**src/rtl/encoder_8b10b_if.sv**
```systemverilog
// Parallel TX bus between the datapath and the 8b/10b encoder.
// The master drives the byte side and the slave (encoder) drives the code-group side.
interface encoder_8b10b_if;
    logic [7:0] TxParallel_8;
    logic       TxDataK;
    logic       TxValid;
    logic [9:0] TxParallel_10;
    logic       TxValid_10;
    logic       TxCodeErr;
    logic       TxRD;

    modport master (
        output TxParallel_8, TxDataK, TxValid,
        input  TxParallel_10, TxValid_10, TxCodeErr, TxRD
    );

    modport slave (
        input  TxParallel_8, TxDataK, TxValid,
        output TxParallel_10, TxValid_10, TxCodeErr, TxRD
    );
endinterface

```
**src/rtl/encoder_8b10b.sv**
```systemverilog
// TX 8b/10b encoder: one byte/K per cycle to a DC-balanced 10-bit code group,
// with idle comma insertion, illegal-K substitution and a running disparity register.
module encoder_8b10b #(
    parameter logic [7:0] IDLE_CHAR = 8'hBC,
    parameter logic       RD_INIT   = 1'b0
) (
    input  logic           BitCLK_10,
    input  logic           Reset,
    encoder_8b10b_if.slave tx
);
    localparam int unsigned SYM_W = 10;
    localparam int unsigned X_W   = 5;
    localparam int unsigned Y_W   = 3;

    // RD- form of the 5b/6b table, returned as {a,b,c,d,e,i}
    function automatic logic [5:0] enc6_rdm(input logic [X_W-1:0] x);
        logic [5:0] r;
        case (x)
            5'd0:    r = 6'b100111;
            5'd1:    r = 6'b011101;
            5'd2:    r = 6'b101101;
            5'd3:    r = 6'b110001;
            5'd4:    r = 6'b110101;
            5'd5:    r = 6'b101001;
            5'd6:    r = 6'b011001;
            5'd7:    r = 6'b111000;
            5'd8:    r = 6'b111001;
            5'd9:    r = 6'b100101;
            5'd10:   r = 6'b010101;
            5'd11:   r = 6'b110100;
            5'd12:   r = 6'b001101;
            5'd13:   r = 6'b101100;
            5'd14:   r = 6'b011100;
            5'd15:   r = 6'b010111;
            5'd16:   r = 6'b011011;
            5'd17:   r = 6'b100011;
            5'd18:   r = 6'b010011;
            5'd19:   r = 6'b110010;
            5'd20:   r = 6'b001011;
            5'd21:   r = 6'b101010;
            5'd22:   r = 6'b011010;
            5'd23:   r = 6'b111010;
            5'd24:   r = 6'b110011;
            5'd25:   r = 6'b100110;
            5'd26:   r = 6'b010110;
            5'd27:   r = 6'b110110;
            5'd28:   r = 6'b001110;
            5'd29:   r = 6'b101110;
            5'd30:   r = 6'b011110;
            default: r = 6'b101011;
        endcase
        return r;
    endfunction

    // RD- form of the 3b/4b table, returned as {f,g,h,j}; y=7 gives P7
    function automatic logic [3:0] enc4_rdm(input logic [Y_W-1:0] y);
        logic [3:0] r;
        case (y)
            3'd0:    r = 4'b1011;
            3'd1:    r = 4'b1001;
            3'd2:    r = 4'b0101;
            3'd3:    r = 4'b1100;
            3'd4:    r = 4'b1101;
            3'd5:    r = 4'b1010;
            3'd6:    r = 4'b0110;
            default: r = 4'b1110;
        endcase
        return r;
    endfunction

    logic [SYM_W-1:0] tx10_q, tx10_d;
    logic             valid_q, valid_d;
    logic             err_q, err_d;
    logic             rd_q, rd_d;

    logic             k_sel;
    logic [7:0]       byte_sel;
    logic [X_W-1:0]   x;
    logic [Y_W-1:0]   y;
    logic             legal_k;
    logic             use_a7;
    logic             rd_mid;
    logic [5:0]       code6;
    logic [3:0]       code4;

    always_comb begin
        k_sel    = 1'b1;
        byte_sel = IDLE_CHAR;
        err_d    = 1'b0;
        valid_d  = 1'b1;

        if (tx.TxValid) begin
            k_sel    = tx.TxDataK;
            byte_sel = tx.TxParallel_8;
        end

        x       = byte_sel[X_W-1:0];
        y       = byte_sel[7:X_W];
        legal_k = (x == 5'd28) ||
                  ((y == 3'd7) && (x inside {5'd23, 5'd27, 5'd29, 5'd30}));

        // Unsupported K: send the idle character and flag it for one cycle
        if (tx.TxValid && k_sel && !legal_k) begin
            err_d    = 1'b1;
            k_sel    = 1'b1;
            byte_sel = IDLE_CHAR;
            x        = byte_sel[X_W-1:0];
            y        = byte_sel[7:X_W];
        end

        // 6b sub-block: unbalanced codes and D.7 mirror at RD+
        code6 = (k_sel && (x == 5'd28)) ? 6'b001111 : enc6_rdm(x);
        if (rd_q && (($countones(code6) != 3) || (x == 5'd7))) begin
            code6 = ~code6;
        end
        rd_mid = ($countones(code6) == 3) ? rd_q : ~rd_q;

        // 4b sub-block: A7 avoids a run of five across the e/i-f/g/h boundary
        use_a7 = (y == 3'd7) &&
                 (k_sel ||
                  (!rd_mid && (x inside {5'd17, 5'd18, 5'd20})) ||
                  ( rd_mid && (x inside {5'd11, 5'd13, 5'd14})));
        code4 = use_a7 ? 4'b0111 : enc4_rdm(y);
        if (rd_mid && (($countones(code4) != 2) || (y == 3'd3))) begin
            code4 = ~code4;
        end
        if (k_sel && (x == 5'd28) && !rd_mid && (y inside {3'd1, 3'd2, 3'd5, 3'd6})) begin
            code4 = ~code4;
        end
        rd_d = ($countones(code4) == 2) ? rd_mid : ~rd_mid;

        // Port order is a at bit 0 through j at bit 9
        tx10_d = {code4[0], code4[1], code4[2], code4[3],
                  code6[0], code6[1], code6[2], code6[3], code6[4], code6[5]};
    end

    always_ff @(posedge BitCLK_10) begin
        if (Reset) begin
            tx10_q  <= '0;
            valid_q <= 1'b0;
            err_q   <= 1'b0;
            rd_q    <= RD_INIT;
        end else begin
            tx10_q  <= tx10_d;
            valid_q <= valid_d;
            err_q   <= err_d;
            rd_q    <= rd_d;
        end
    end

    assign tx.TxParallel_10 = tx10_q;
    assign tx.TxValid_10    = valid_q;
    assign tx.TxCodeErr     = err_q;
    assign tx.TxRD          = rd_q;
endmodule
```
**src/flat_wrapper.sv**
```systemverilog
// flat-port wrapper written by rule: the top's interface ports become plain ports
module encoder_8b10b_flat 
#(
    parameter logic [7:0] IDLE_CHAR = 8'hBC,
    parameter logic       RD_INIT   = 1'b0
)
  (BitCLK_10, Reset, tx_TxParallel_8, tx_TxDataK, tx_TxValid, tx_TxParallel_10, tx_TxValid_10, tx_TxCodeErr, tx_TxRD);
  encoder_8b10b_if tx_i ();
  input  logic BitCLK_10;
  input  logic Reset;
  input wire logic [$bits(tx_i.TxParallel_8)-1:0] tx_TxParallel_8;
  input wire logic [$bits(tx_i.TxDataK)-1:0] tx_TxDataK;
  input wire logic [$bits(tx_i.TxValid)-1:0] tx_TxValid;
  output wire logic [$bits(tx_i.TxParallel_10)-1:0] tx_TxParallel_10;
  output wire logic [$bits(tx_i.TxValid_10)-1:0] tx_TxValid_10;
  output wire logic [$bits(tx_i.TxCodeErr)-1:0] tx_TxCodeErr;
  output wire logic [$bits(tx_i.TxRD)-1:0] tx_TxRD;
  assign tx_i.TxParallel_8 = tx_TxParallel_8;
  assign tx_i.TxDataK = tx_TxDataK;
  assign tx_i.TxValid = tx_TxValid;
  assign tx_TxParallel_10 = tx_i.TxParallel_10;
  assign tx_TxValid_10 = tx_i.TxValid_10;
  assign tx_TxCodeErr = tx_i.TxCodeErr;
  assign tx_TxRD = tx_i.TxRD;
  encoder_8b10b #(.IDLE_CHAR(IDLE_CHAR), .RD_INIT(RD_INIT)) u_core (.BitCLK_10(BitCLK_10), .Reset(Reset), .tx(tx_i));
endmodule
```
**config.mk**
```make
export PLATFORM = sky130hd
export DESIGN_NAME = encoder_8b10b_flat
export DESIGN_NICKNAME = d
export VERILOG_FILES = /design/src/rtl/encoder_8b10b_if.sv /design/src/rtl/encoder_8b10b.sv /design/src/flat_wrapper.sv
export SDC_FILE = /design/constraint.sdc
export NUM_CORES = 1
export LEC_CHECK = 0
export CELL_PAD_IN_SITES_DETAIL_PLACEMENT = 1
export CELL_PAD_IN_SITES_GLOBAL_PLACEMENT = 1
export CORE_UTILIZATION = 42
export CTS_CLUSTER_SIZE = 28
export DETAILED_ROUTE_END_ITERATION = 16
export PLACE_DENSITY = 0.89
export SYNTH_ARGS = -nofsm -noshare
export SYNTH_HDL_FRONTEND = slang
export SYNTH_SLANG_ARGS = --single-unit
export TNS_END_PERCENT = 1
```
**constraint.sdc**
```tcl
create_clock -name BitCLK_10 -period 12.5 [get_ports BitCLK_10]
set_input_delay 1.875 -clock BitCLK_10 [delete_from_list [all_inputs] [get_ports BitCLK_10]]
set_output_delay 1.875 -clock BitCLK_10 [all_outputs]
set_load 0.02 [all_outputs]
```
==> impl_metrics.env, run 1 <==
export IMPL_maxSlewHeadroom_pct=53.25
export IMPL_drive_gt1_share_pct=12.00
export IMPL_swShare_pct=43.27
export IMPL_die_x_um=68.20
export IMPL_avgRoutedWirePerCell_um=18.83
export IMPL_reg2reg_depth=22
export IMPL_clockBufferDepth=2
export IMPL_worst_pin_slew_ns=0.6939
export IMPL_cts_buffers_inserted=3
export IMPL_start_util_pct=44.72
export IMPL_p_sw_uw=119.8
export IMPL_timing_rr_start="u_core.tx.TxRD"
export IMPL_max_cap_violations=0
export IMPL_path_class="input pin to flop"
export IMPL_postCtsSetupRepairBufs=0
export IMPL_drc=0
export IMPL_cts_tree="built"
export IMPL_first_pass_iters=4
export IMPL_worstPathRequired_ns=12.61
export IMPL_ys_seq_elements=13
export IMPL_hold_slack_ns=0.7582
export IMPL_area_growth_synth_to_final_pct=18.49
export IMPL_final_nets=284
export IMPL_setup_violations=0
export IMPL_crit_arrival_ns=11.90
export IMPL_grt_pass1_wl_um=9273
export IMPL_rsz0062_at_grt="false"
export IMPL_synth_area_mux_share_pct=6.050
export IMPL_grt_usage_pct=26.75
export IMPL_io_buffers=24
export IMPL_clock_fmax_mhz=84.84
export IMPL_cp_start_kind="input pin"
export IMPL_grt_ovfl_total=0
export IMPL_comb_power_share_pct=65.1
export IMPL_grt_start_max_net_pins=20
export IMPL_synth_distinct_cells=64
export IMPL_n_antenna_cell=0
export IMPL_finalWirelength_um=5649
export IMPL_whs_path_depth=3
export IMPL_cts_clk_slew_worst_paths_ns=0.06
export IMPL_synth_warnings=0
export IMPL_ant_nets=0
export IMPL_antenna_found_initial=0
export IMPL_leakagePower_uw=0.0008906
export IMPL_cts_htree_levels=1
export IMPL_fillers=523
export IMPL_syn_area_per_cell_um2=8.144
export IMPL_finalNonFillerCells=300
export IMPL_synthCells=226
export IMPL_dpl_hpwl_um=4459
export IMPL_reg2reg_to="u_core.tx.TxRD"
export IMPL_root_buffer="clkbuf_8"
export IMPL_drt_iter0_drc=100
export IMPL_regArea_um2=260.3
export IMPL_crit_path_frequent_cell="ha_1"
export IMPL_yosysSeqAreaShare_pct=14.14
export IMPL_synth_compound_area_share_pct=26.31
export IMPL_max_stage_delay_ns=0.61
export IMPL_final_setup_tns_ns=0
export IMPL_worst_hold_path_endpoint="u_core.tx.TxParallel_10[3]"
export IMPL_async_reset_ff_share_pct=0
export IMPL_ir_worst_vdd_mv=0.05058
export IMPL_end_kind="flop"
export IMPL_yosys_area_share_simple_pct=25.76
export IMPL_synthAdderAreaFrac_pct=16.32
export IMPL_synth_fp_nets=259
export IMPL_dp_cells=296
export IMPL_synth_area_um2=1841
export IMPL_hold_viol=0
export IMPL_r2r_setup_slack_ns=6.15
export IMPL_cts_resized=0
export IMPL_die_area_um2=4651
export IMPL_grt_pass1_vias=1892
export IMPL_synth_top_family_by_area="compound AO/OA/AOI/OAI gates"
export IMPL_vias=1877
export IMPL_min_period_over_period_pct=94.30
export IMPL_p_per_area_nw_per_um2=126.9
export IMPL_synthXorXnorAreaFrac_pct=4.283
export IMPL_dieHeight_um=68.20
export IMPL_clk_latency_ns=0.24
export IMPL_clock_sinks=13
export IMPL_min_period_ns=11.79
export IMPL_place_gp_congestion=0.8893
export IMPL_synth_ff_type="dfxtp_1"
export IMPL_skew_ns=0.001111
export IMPL_path_max_fanout=11
export IMPL_num_rows=23
export IMPL_p_int_uw=157.0
export IMPL_p_seq_share_pct=21.4
export IMPL_status="complete, no violations"
export IMPL_viasPerCell=6.257
export IMPL_clockPowerShare_pct=13.5
export IMPL_ios=25
export IMPL_hold_path_class="flop to flop"
export IMPL_crit_slowest_cell="clkdlybuf4s50_1"
export IMPL_multi_input_area_um2=1449
export IMPL_core_area_um2=4115
export IMPL_holdCritStartpoint="u_core.tx.TxRD"
export IMPL_final_max_slew_viol_count=0
export IMPL_synth_edf_count=0
export IMPL_cts_hold_fix_buffers=0
[synth_stat cells (2+ instances only)]
| cell type | instances | area, um^2 |
|---|---|---|
| o21ai_1 | 3 | 15.01 |
| nand3b_1 | 3 | 22.52 |
| a21oi_1 | 14 | 70.07 |
| nor2_1 | 14 | 52.55 |
| o221ai_1 | 2 | 17.52 |
| o211a_1 | 2 | 20.02 |
| buf_2 | 3 | 15.01 |
| a211oi_1 | 2 | 15.01 |
| o21a_1 | 2 | 15.01 |
| nand3_1 | 8 | 40.04 |
| or3_1 | 2 | 12.51 |
| o2111ai_1 | 3 | 26.28 |
| o211ai_1 | 3 | 22.52 |
| clkbuf_1 | 6 | 22.52 |
| o22ai_1 | 2 | 12.51 |
| nor2b_1 | 6 | 37.54 |
| a2bb2oi_1 | 2 | 17.52 |
| mux2i_1 | 10 | 100.1 |
| and2_1 | 4 | 25.02 |
| nand4_1 | 4 | 25.02 |
| o21ai_4 | 2 | 32.53 |
| a21o_1 | 2 | 15.01 |
| dfxtp_1 | 13 | 260.3 |
| o31ai_1 | 3 | 22.52 |
| fa_1 | 5 | 100.1 |
| buf_6 | 3 | 33.78 |
| inv_1 | 15 | 56.30 |
| ha_1 | 16 | 200.2 |
| nor4_1 | 4 | 25.02 |
| nor3_1 | 5 | 25.02 |
| or2_2 | 3 | 18.77 |
| nand2_1 | 20 | 75.07 |
| o21ai_0 | 4 | 20.02 |
| nand2b_1 | 4 | 25.02 |
| xnor2_1 | 3 | 26.28 |
[worst max-delay path, delay by kind of cell]
kind            cells  cell delay (ns)
xor+xnor            3             0.54
buf+inv             3             0.92
simple gates       11             2.65
mux                 3             0.84
compound gates      7             1.40
fa+ha+maj          10             3.66
[cell usage in the layout (no fill, tap or decap), types with 6 or more instances in the layout]
cell,netlist,routed
nand2_1,20,20
a21oi_1,14,14
mux2i_1,10,10
clkdlybuf4s50_1,0,24
inv_1,15,15
ha_1,16,16
nor2_1,14,14
buf_4,0,9
nand3_1,8,8
dfxtp_1,13,13
nor2b_1,6,6
[metal layers]
layer / wire length [um] / GRT usage (%)
met5: 0 / 0
met3: 215 / 2.500
met4: 87 / 7.552
met2: 3037 / 49.51
met1: 2309 / 32.21
[area by class of cell]
class	instances	share of cell area, %
clock buffer	4	2.065
inverter	15	2.582
multi-input combinational	185	66.44
sequential	13	11.93
tap	50	2.869
timing repair buffer	33	14.11
[logic make-up (layout without fill, tap and decap cells)]
group,after synthesis,after routing
adders and majority gates,21,21
DFF,13,13
muxes,11,11
buffers and inverters,28,52
xor gates and xnor gates,6,6
AOI/OAI and AO/OA,61,61
and+or+nand+nor,86,86
[worst max-delay path by stage]
stage / start / endpoint
after floorplan: tx_TxParallel_8[0] / u_core.tx.TxRD
after global placement: tx_TxParallel_8[1] / u_core.tx.TxRD
after detailed placement: tx_TxParallel_8[1] / u_core.tx.TxRD
after CTS: tx_TxParallel_8[1] / u_core.tx.TxRD
after global routing: tx_TxParallel_8[0] / u_core.tx.TxRD
final: tx_TxParallel_8[1] / u_core.tx.TxRD
[flip-flops by register name (all words and copies together), names as in the netlist]
| register | cells |
|---|---|
| u_core.tx.TxParallel_10 | 10 |
| u_core.tx.TxCodeErr | 1 |
| u_core.tx.TxRD | 1 |
| u_core.tx.TxValid_10 | 1 |
[power groups by stage]
stage          clock network [uW]  registers (uW)  logic, uW
2_1_floorplan                   0            74.1        100
3_3_place_gp                    0            59.0        169
3_5_place_dp                    0            60.1        178
4_1_cts                      38.3            59.2        180
5_1_grt                      39.8            60.3        198
6_report                     37.3            59.2        180
[through the flow]
step	power (uW)	worst slack (ns)	utilization (%)	instance area, um^2
detailed placement	238.5	0.4672	51.90	2136
CTS	277.5	0.7082	52.99	2181
global route	297.9	0.2042	52.99	2181
floorplan	174.4	1.898	-	1841
finish	276.8	0.7129	52.99	2181
global placement	228.4	0.7077	51.90	2136
Power figures use the tool's default switching activity.
==> run 2: changes to the inputs <==
==> constraint.sdc (replaced) <==
create_clock -name BitCLK_10 -period 12.5 [get_ports BitCLK_10]
set_input_delay 1.875 -clock BitCLK_10 [delete_from_list [all_inputs] [get_ports BitCLK_10]]
set_output_delay 1.875 -clock BitCLK_10 [all_outputs]
set_load 0.005 [all_outputs]
==> results of run 2 <==
The final DEF is identical to that of run 1. Status: complete, no violations.
Main changes from that run: total power 276.8 uW -> 262.9 uW; worst IR drop on VDD 0.05058 mV -> 0.04588 mV
==> run 3: changes to the inputs <==
--- a/config.mk
+++ b/config.mk
@@ -7,6 +7,7 @@
 export LEC_CHECK = 0
 export CELL_PAD_IN_SITES_DETAIL_PLACEMENT = 1
 export CELL_PAD_IN_SITES_GLOBAL_PLACEMENT = 1
+export CORE_MARGIN = 8
 export CORE_UTILIZATION = 42
 export CTS_CLUSTER_SIZE = 28
 export DETAILED_ROUTE_END_ITERATION = 16
==> impl_metrics.env, run 3 (synthesized netlist as in run 1, its figures left out) <==
export IMPL_dpl_hpwl_um=4334
export IMPL_grt_start_max_net_pins=19
export IMPL_crit_path_frequent_cell="ha_1"
export IMPL_ant_nets=0
export IMPL_final_nets=283
export IMPL_area_growth_synth_to_final_pct=18.22
export IMPL_clock_sinks=13
export IMPL_clock_fmax_mhz=85.78
export IMPL_final_max_slew_viol_count=0
export IMPL_p_per_area_nw_per_um2=117.4
export IMPL_worst_hold_path_endpoint="u_core.tx.TxParallel_10[3]"
export IMPL_min_period_ns=11.66
export IMPL_worstPathBufferInverterCount=2
export IMPL_drc=0
export IMPL_crit_arrival_ns=11.77
export IMPL_vias=1831
export IMPL_num_rows=24
export IMPL_grt_ovfl_total=0
export IMPL_die_area_um2=6757
export IMPL_dp_cells=297
export IMPL_cts_tree="built"
export IMPL_root_buffer="clkbuf_8"
export IMPL_clk_latency_ns=0.24
export IMPL_max_cap_violations=0
export IMPL_cts_hold_fix_buffers=0
export IMPL_clockBufferDepth=2
export IMPL_worst_pin_slew_ns=0.6862
export IMPL_crit_family="adder cells"
export IMPL_largest_reg_flops=10
export IMPL_io_buffers=24
export IMPL_cp_depth=38
export IMPL_rsz0062_at_grt="false"
export IMPL_dieHeight_um=82.20
export IMPL_path_class="input pin to flop"
export IMPL_ir_worst_vdd_mv=0.03551
export IMPL_end_kind="flop"
export IMPL_grt_pass1_wl_um=9163
export IMPL_status="complete, no violations"
export IMPL_timing_rr_start="u_core.tx.TxRD"
export IMPL_maxSlewHeadroom_pct=53.77
export IMPL_die_x_um=82.20
export IMPL_setup_violations=0
export IMPL_start_util_pct=42.86
export IMPL_final_cell_mix="24 x clkdlybuf4s50_1, 20 x nand2_1, 16 x ha_1"
export IMPL_cp_start_kind="input pin"
export IMPL_cts_htree_levels=1
export IMPL_hold_viol=0
export IMPL_antenna_found_initial=0
export IMPL_reg2reg_depth=22
export IMPL_skew_ns=0.002026
export IMPL_r2r_setup_slack_ns=6.26
export IMPL_hold_path_class="flop to flop"
export IMPL_drive_gt1_share_pct=11.65
export IMPL_final_setup_tns_ns=0
export IMPL_whs_path_depth=3
export IMPL_cts_buffers_inserted=3
export IMPL_viasPerCell=6.083
export IMPL_worstPathRequired_ns=12.61
export IMPL_max_stage_delay_ns=0.59
export IMPL_grt_pass1_vias=1889
export IMPL_core_area_um2=4294
export IMPL_avgRoutedWirePerCell_um=18.50
export IMPL_n_antenna_cell=0
export IMPL_drt_iter0_drc=72
export IMPL_cts_clk_slew_worst_paths_ns=0.05
export IMPL_first_pass_iters=4
export IMPL_place_gp_congestion=0.8764
export IMPL_crit_slowest_cell="clkdlybuf4s50_1"
export IMPL_reg2reg_to="u_core.tx.TxRD"
export IMPL_holdCritStartpoint="u_core.tx.TxRD"
export IMPL_finalWirelength_um=5567
export IMPL_min_period_over_period_pct=93.26
export IMPL_path_max_fanout=11
export IMPL_leakagePower_uw=0.0008871
export IMPL_grt_usage_pct=16.94
export IMPL_finalNonFillerCells=301
export IMPL_ios=25
export IMPL_layout_cells_most_common="clkdlybuf4s50_1"
-- run 3: tightest hold or removal path: stages, from the launching register on --
cell and delay [ns]:
dfxtp_1 0.37, o21a_1 0.17, nand2b_1 0.10, a21oi_1 0.06
-- run 3: per-layer routing --
layer	global-route usage, %	vias up	wire length [um]	part of all wire, %
met2	30.54	51	2855	51
met1	20.70	897	2354	42
met5	0	-	0	0
li1	-	873	-	-
met4	5.614	0	123	2.2
met3	1.082	10	234	4.2
-- run 3: metrics by stage --
step	hold slack, ns	worst slack (ns)	util [%]	cell area [um^2]	power [uW]
floorplan	0.6520	1.898	-	1841	160.7
detailed placement	0.7269	0.4434	49.62	2131	218.4
global route	0.7952	0.1304	50.67	2176	275.4
finish	0.7502	0.8428	50.67	2176	255.4
CTS	0.7477	0.6154	50.67	2176	257.3
global placement	0.7297	0.7621	49.62	2131	213.5
-- run 3: how the worst max path moves through the flow --
stage	start	endpoint
global placement	tx_TxParallel_8[1]	u_core.tx.TxRD
CTS	tx_TxParallel_8[1]	u_core.tx.TxRD
detailed placement	tx_TxParallel_8[1]	u_core.tx.TxRD
finish	tx_TxParallel_8[1]	u_core.tx.TxRD
global route	tx_TxParallel_8[0]	u_core.tx.TxRD
floorplan	tx_TxParallel_8[0]	u_core.tx.TxRD
-- run 3: area by class of cell --
class | instances | area, um^2
Fill cell | 532 | 2118
Multi-Input combinational cell | 185 | 1449
Timing Repair Buffer | 32 | 300.3
Sequential cell | 13 | 260.3
Tap cell | 52 | 65.06
Inverter | 15 | 56.30
Clock buffer | 4 | 45.04
-- run 3: timing repair --
action,4_1_cts,5_1_grt
endpoints found under the hold margin,0,0
buffers inserted,0,0
resized for setup,0,1
endpoints found under the setup margin,0,1
-- run 3: report_power, final --
group | switching, uW | total, uW | internal [uW]
Clock | 14.1 | 36.5 | 22.5
Sequential | 4.79 | 58.5 | 53.7
Combinational | 81.5 | 160 | 79.0
Total | 100 | 255 | 155
